[config.mk]
export PLATFORM = sky130hd
export DESIGN_NAME = rv_mul_unit
export DESIGN_NICKNAME = d
export VERILOG_FILES = /design/src/rtl/rv_mul_pkg.sv /design/src/rtl/rv_mul_unit_core.sv /design/src/rtl/rv_mul_unit.sv
export SDC_FILE = /design/constraint.sdc
export NUM_CORES = 2
export LEC_CHECK = 0
export CORE_MARGIN = 1.5
export CORE_UTILIZATION = 40
export DETAILED_ROUTE_END_ITERATION = 8
export PLACE_DENSITY = 0.59
export SLEW_MARGIN = 20
export SYNTH_ARGS = -nofsm -noshare
export SYNTH_HDL_FRONTEND = slang
export SYNTH_HIERARCHICAL = 1
export SYNTH_SLANG_ARGS = --single-unit
export TNS_END_PERCENT = 5
[constraint.sdc]
create_clock -name clk -period 15.17 [get_ports clk]
set_input_delay 1.517 -clock clk [delete_from_list [all_inputs] [get_ports clk]]
set_output_delay 1.517 -clock clk [all_outputs]
set_load 0.03 [all_outputs]
[src/rtl/rv_mul_pkg.sv]
// Shared types and helpers for the RV32M multiply unit.
// Op encoding matches funct3[1:0] so the decoder can forward it untouched.
package rv_mul_pkg;

    typedef enum logic [1:0] {
        MUL    = 2'b00,
        MULH   = 2'b01,
        MULHSU = 2'b10,
        MULHU  = 2'b11
    } mul_op_t;

    typedef enum logic [1:0] {
        IDLE = 2'b00,
        CALC = 2'b01,
        DONE = 2'b10
    } mul_state_t;

    // Cycles from the accepting edge to the cycle in which done is high.
    function automatic int mul_latency(input int pipe_stages);
        return pipe_stages + 1;
    endfunction

endpackage

[src/rtl/rv_mul_unit_core.sv]
// Signed (WIDTH+1)x(WIDTH+1) multiplier keeping the low 2*WIDTH product bits.
// Rows are folded by a carry-save chain split evenly over PIPE_STAGES registers.
module mul_array_core #(
    parameter int WIDTH       = 32,
    parameter int PIPE_STAGES = 2
) (
    input  logic                 clk,
    input  logic                 rst,
    input  logic [WIDTH:0]       a,
    input  logic [WIDTH:0]       b,
    input  logic                 valid_in,
    output logic [2*WIDTH-1:0]   product,
    output logic                 valid_out
);

    localparam int N    = WIDTH + 1;
    localparam int P    = 2 * WIDTH;
    localparam int ROWS = N + 1;

    // Row N-1 carries the negative weight of b's sign bit as ~(a<<W); the
    // extra row supplies the +1 that completes that two's-complement negation.
    function automatic logic [P-1:0] pp_row(input logic [N-1:0] x,
                                            input logic [N-1:0] y,
                                            input int i);
        logic [P-1:0] xs;
        xs = {{(P-N){x[N-1]}}, x};
        if (i < N - 1)       return y[i]   ? (xs << i)        : '0;
        else if (i == N - 1) return y[N-1] ? ~(xs << (N - 1)) : '0;
        else                 return y[N-1] ? P'(1)            : '0;
    endfunction

    logic [P-1:0] s_w [PIPE_STAGES];
    logic [P-1:0] c_w [PIPE_STAGES];
    logic [N-1:0] a_w [PIPE_STAGES];
    logic [N-1:0] b_w [PIPE_STAGES];
    logic         v_w [PIPE_STAGES+1];

    assign s_w[0] = '0;
    assign c_w[0] = '0;
    assign a_w[0] = a;
    assign b_w[0] = b;
    assign v_w[0] = valid_in;

    for (genvar k = 0; k < PIPE_STAGES; k++) begin : g_stage
        localparam int LO = (k * ROWS) / PIPE_STAGES;
        localparam int HI = ((k + 1) * ROWS) / PIPE_STAGES;

        logic [P-1:0] s_nx, c_nx;
        logic         v_q;

        always_comb begin
            logic [P-1:0] row, t;
            row  = '0;
            t    = '0;
            s_nx = s_w[k];
            c_nx = c_w[k];
            for (int i = LO; i < HI; i++) begin
                row  = pp_row(a_w[k], b_w[k], i);
                t    = s_nx ^ c_nx ^ row;
                c_nx = ((s_nx & c_nx) | (s_nx & row) | (c_nx & row)) << 1;
                s_nx = t;
            end
        end

        assign v_w[k+1] = v_q;

        if (k < PIPE_STAGES - 1) begin : g_mid
            logic [P-1:0] s_q, c_q;
            logic [N-1:0] a_q, b_q;

            always_ff @(posedge clk) begin
                if (rst) v_q <= 1'b0;
                else     v_q <= v_w[k];
                if (v_w[k]) begin
                    s_q <= s_nx;
                    c_q <= c_nx;
                    a_q <= a_w[k];
                    b_q <= b_w[k];
                end
            end

            assign s_w[k+1] = s_q;
            assign c_w[k+1] = c_q;
            assign a_w[k+1] = a_q;
            assign b_w[k+1] = b_q;
        end else begin : g_last
            logic [P-1:0] prod_q;

            always_ff @(posedge clk) begin
                if (rst) v_q <= 1'b0;
                else     v_q <= v_w[k];
                if (v_w[k]) prod_q <= s_nx + c_nx;
            end

            assign product = prod_q;
        end
    end

    assign valid_out = v_w[PIPE_STAGES];

endmodule

[src/rtl/rv_mul_unit.sv]
// RV32M multiply unit: start/done FSM, operand sign extension and half select.
// Handshake: start is taken only in IDLE; done pulses one cycle with result valid.
module rv_mul_unit
    import rv_mul_pkg::*;
#(
    parameter int WIDTH       = 32,
    parameter int PIPE_STAGES = 2
) (
    input  logic             clk,
    input  logic             rst,
    input  logic             start,
    input  mul_op_t          op,
    input  logic [WIDTH-1:0] a,
    input  logic [WIDTH-1:0] b,
    output logic [WIDTH-1:0] result,
    output logic             done,
    output logic             busy,
    output mul_state_t       fsm_state
);

    localparam int LATENCY = mul_latency(PIPE_STAGES);
    localparam int CNT_W   = (PIPE_STAGES > 1) ? $clog2(PIPE_STAGES) : 1;

    mul_state_t         state, state_nx;
    logic [CNT_W-1:0]   cnt;
    mul_op_t            op_q;
    logic               accept;
    logic [WIDTH:0]     a_ext, b_ext;
    logic [2*WIDTH-1:0] product;
    logic               core_valid;

    assign accept = (state == IDLE) && start;

    // MUL's low half is sign-agnostic, so it shares MULH's extension.
    assign a_ext = {(op != MULHU) & a[WIDTH-1], a};
    assign b_ext = {((op == MUL) || (op == MULH)) & b[WIDTH-1], b};

    mul_array_core #(
        .WIDTH       (WIDTH),
        .PIPE_STAGES (PIPE_STAGES)
    ) u_core (
        .clk       (clk),
        .rst       (rst),
        .a         (a_ext),
        .b         (b_ext),
        .valid_in  (accept),
        .product   (product),
        .valid_out (core_valid)
    );

    always_ff @(posedge clk) begin
        if (rst) begin
            state  <= IDLE;
            cnt    <= '0;
            op_q   <= MUL;
            result <= '0;
        end else begin
            state <= state_nx;
            if (state == CALC) cnt <= cnt + 1'b1;
            else               cnt <= '0;
            if (accept) op_q <= op;
            if (core_valid && (state == CALC))
                result <= (op_q == MUL) ? product[WIDTH-1:0]
                                        : product[2*WIDTH-1:WIDTH];
        end
    end

    always_comb begin
        state_nx = state;
        case (state)
            IDLE:    if (start) state_nx = CALC;
            CALC:    if (cnt == CNT_W'(LATENCY - 2)) state_nx = DONE;
            DONE:    state_nx = IDLE;
            default: state_nx = IDLE;
        endcase
    end

    assign done      = (state == DONE);
    assign busy      = (state == CALC);
    assign fsm_state = state;

endmodule
==> results by stage <==
Clock network:
- Counting along the longest clock path gives a buffer depth of 3.
- TritonCTS built the clock tree.
- The insertion delay to the later sink of the worst-skew pair is ~0.6 ns.
- The number of buffers added for setup after CTS is 0.
- Gates resized during post-CTS repair numbered 0.
- The root buffer cell chosen for the clock tree is sky130_fd_sc_hd__clkbuf_16.
- The number of sinks on the clock net is 234.
- After clock tree synthesis, the flow added hold-fix buffers numbering 0.
- The clock input transition at the sequential cells of the worst setup and hold paths is around 0.060 ns.
- The number of buffers created by CTS is 25.
- CTS built an H-tree with a depth of 1.

Routing:
- For this run, design rule violations remaining after detail routing come to 0.
- The antenna violation net count after detailed routing is 0.
- The initial DRC count is between 800 and 900.
- Dividing the detail-routed wire length by the instance count gives 15.55 µm.
- The total via count in the routed design is 24790.
- The total wire length is between 70000 and 80000 µm.
- The number of detailed-routing iterations run before antenna repair is 4.
- Dividing the detail-routed via count by the number of cells gives a little under 5.

Timing:
- The actual slew at the worst max-slew pin is roughly 1.1 ns.
- The top achievable clock speed is 84.87 MHz.
- The worst path meets setup with about 3.4 ns of slack.
- The share of the clock period used by the worst path after layout is 0.7767.
- The remaining max-slew budget at the tightest pin is 0.2969.
- Setup violations remaining at the end of the flow were counted as 0.
- The final worst clock skew is roughly 0.021 ns.
- The minimum clock period after layout is approximately 12 ns.
- Across all hold checks on the routed design, the worst slack comes to 0.4152 ns.
- The final total negative setup slack is 0 ns.
- Setup repair after global routing left no endpoint under its margin.
- The final max-slew violation count is 0.
- The hold violation total from the final report was 0.

Critical path:
- Among the stages of the critical path, the cell type that occurs most often is sky130_fd_sc_hd__fa_1.
- Among all stages on the critical path, the largest delay is contributed by sky130_fd_sc_hd__edfxtp_1.
- The endpoint identified for the worst register-to-register timing path is u_core/product[50]$_DFFE_PP_.
- In this run the critical register-to-register path is launched from u_core/g_stage[0].g_mid.b_q[17]$_DFFE_PP_.
- The category of the most critical setup path is reg2reg.
- The number of cells on the worst reg-to-reg path is 32.
- The maximum fanout along the worst path is 33.
- The launching element type of the critical path is a flop.
- The data required time of the critical path is around 15 ns.
- On the worst path, the slowest cell contributes a delay of between 0.9 and 1 ns.
- The data arrival time of the critical path is roughly 12 ns.
- The endpoint class of the critical path is a flop.
- Setup slack on the worst reg-to-reg path comes out at roughly 3.4 ns.

Finish:
- The area growth from synthesis to layout is 7.306%.
- The share of final-layout standard cells stronger than drive strength 1 is 0.03663.
- The final layout contains approximately 5000 nets.
- The fill cell total of the finished layout is about 9700.
- Once layout is done, the placed cells without fillers occupy 43810 µm².

Synthesis:
- Ranked by instance count, the synthesized netlist is headed by sky130_fd_sc_hd__fa_1 (1020), sky130_fd_sc_hd__nand2_1 (880), sky130_fd_sc_hd__inv_1 (442).
- Of the total synthesized cell area, the portion taken by full adders, half adders and majority gates is 0.5587.
- The synthesized design spends more area on one cell type than any other, namely sky130_fd_sc_hd__fa_1.
- The synthesized area per cell is 10.74 µm².
- Of the total synthesized cell area, the portion taken by AND, OR, NAND and NOR gates is 0.1522.
- After synthesis, the largest family of logic cells by area is adder cells.
- The synthesized design contains ~230 register bits.
- Among all flip-flop cells after synthesis, the most frequent one is sky130_fd_sc_hd__edfxtp_1.
- The post-synthesis instance total is about 3800.
- The warning count from the yosys run is 6.
- The portion of synthesized area spent on multiplexers is 0.0004903.
- The share of synthesized area in the top cell type comes to 0.5002.
- The synthesized cell area is a little over 40000 µm².
- The number of enable flip-flop cells after synthesis is slightly below 200.
- The sequential share of the synthesized area is 0.1625.
- For this run, asynchronously set or reset flops after synthesis account for 0.
- The total nets after synthesis is between 5000 and 6000.
- After synthesis, the cell types taking the most area are sky130_fd_sc_hd__fa_1 (50%), sky130_fd_sc_hd__edfxtp_1 (14%), sky130_fd_sc_hd__nand2_1 (8.1%).
- The area fraction in compound gates after synthesis is 0.04971.
- After synthesis, the netlist uses 77 different library cells.
- The XOR/XNOR share of the synthesized area is 0.01373.
- The cell with the most instances after synthesis is sky130_fd_sc_hd__fa_1.

Outcome:
- The flow ran to the end, and the final reports show no timing, DRC or antenna violations.

Global route:
- The number of antenna violations at the first check in global routing is 1.
- The via count of the first global-routing pass is about 28000.
- Across every metal layer, demand over resource in global routing totals 0.1619.
- The total overflow reported by the global router is 0.
- Entering global routing, the biggest net connects 72 pins.
- The global-route wire length before repair is around 140000 µm.

Run:
- Max-cap violations in this run came to 0.

Place:
- The count of buffers added on input and output ports is between 100 and 150.
- The post-placement cell area is approximately 43000 µm².
- The final RePlAce weighted congestion is roughly 0.85.
- The placed wire-length estimate after detailed placement is about 70000 µm.
- The worst setup slack after placement is around 3.3 ns.

Floorplan:
- The floorplan has roughly 120 rows.
- The die area is 104000 µm².
- Measured along the x axis, the die boundary spans 322.5 µm.
- The height of the chip is about 320 µm.
- The number of top-level pins is approximately 110.
- The floorplan step defined a core boundary enclosing 101400 µm².
- For this configuration, the core starts out at a cell density of 0.4024.

Min path:
- The worst hold path class is reg2reg.
- The number of cells on the worst hold path is 1.
- The sink of the worst hold path is cnt$_SDFF_PP0_.
- The worst hold path begins at cnt$_SDFF_PP0_.
==> layout make-up <==
class                      count  area, µm²  area share
timing repair buffer         141       1324     0.03022
sequential                   234       6638      0.1515
tap                         1368       1712     0.03907
multi-input combinational   2904      31640      0.7223
antenna                        2      5.005   0.0001142
clock buffer                  26      629.4     0.01437
inverter                     442       1659     0.03787
clock inverter                20      198.9    0.004541
==> layout by cell type (no fill, tap or decap), drive strengths merged, types with 4 or more instances in the layout <==
master,count
a21o,50
clkbuf,26
or2,5
a311oi,33
o211ai,5
nand2b,32
edfxtp,195
clkinv,11
dfxtp,39
a21boi,5
or3,4
nand3,11
nor2b,12
a21oi,62
o21bai,13
nor3,11
a211oi,6
o21ai,32
a221oi,4
xor2,19
nor2,74
buf,39
clkdlybuf4s50,102
and3,13
fa,1020
nand2,880
xnor2,45
inv,447
o31ai,4
nand4,16
a31oi,11
and2,299
ha,191
and4,5
o22ai,4
o21a,4
==> flip-flops by register name, indices dropped and copies added, names as in the netlist <==
name and flops:
u_core/g_stage.g_mid.a_q 33, u_core/g_stage.g_mid.b_q 16, cnt 1, u_core/product 64
u_core/g_stage.g_mid.s_q 49, op_q 2, result 32, fsm_state 2
u_core/g_stage.v_q 1, u_core/g_stage.g_mid.c_q 33, u_core/valid_out 1
==> routing by layer <==
layer	global-route usage	share of wire	wire length (µm)
met1	0.2207	0.47	37450
met2	0.2818	0.49	39080
met3	0.01331	0.021	1641
met4	0.03627	0.022	1729
met5	0	0	0
==> worst max-delay path: cells and delay by family (launching register included) <==
kind / cells / cell delay (ns)
buf+inv: 4 / 0.22
compound gates: 8 / 1.85
simple gates: 2 / 0.36
fa+ha+maj: 18 / 8.16
flops: 1 / 0.92
==> cell families after synthesis <==
| kind of cell | count (synthesis) |
|---|---|
| flops | 234 |
| simple gates | 1373 |
| buf+inv | 665 |
| mux | 2 |
| compound gates | 254 |
| xor+xnor | 64 |
| fa+ha+maj | 1211 |
==> worst max-delay path by stage <==
stage               slack [ns]  cells past startpoint                                       from                      endpoint
floorplan                 4.19                     34  u_core/g_stage[0].g_mid.b_q[17]$_DFFE_PP_  u_core/product[50]$_DFFE_PP_
global placement          3.44                     32  u_core/g_stage[0].g_mid.b_q[17]$_DFFE_PP_  u_core/product[55]$_DFFE_PP_
detailed placement        3.33                     32  u_core/g_stage[0].g_mid.b_q[17]$_DFFE_PP_  u_core/product[50]$_DFFE_PP_
CTS                       3.31                     32  u_core/g_stage[0].g_mid.b_q[17]$_DFFE_PP_  u_core/product[50]$_DFFE_PP_
global route              2.85                     32  u_core/g_stage[0].g_mid.b_q[17]$_DFFE_PP_  u_core/product[61]$_DFFE_PP_
finish                    3.39                     32  u_core/g_stage[0].g_mid.b_q[17]$_DFFE_PP_  u_core/product[50]$_DFFE_PP_
==> per-stage QoR <==
step / cells / utilization
6_report: 5137 / 0.4318
3_3_place_gp: 5087 / 0.4234
4_1_cts: 5135 / 0.4318
2_1_floorplan: 3803 / -
3_5_place_dp: 5089 / 0.4237
5_1_grt: 5135 / 0.4318
Power is left out: the tool's default activity adds up to more than one toggle a clock period on the data nets, which glitch-free logic cannot reach.
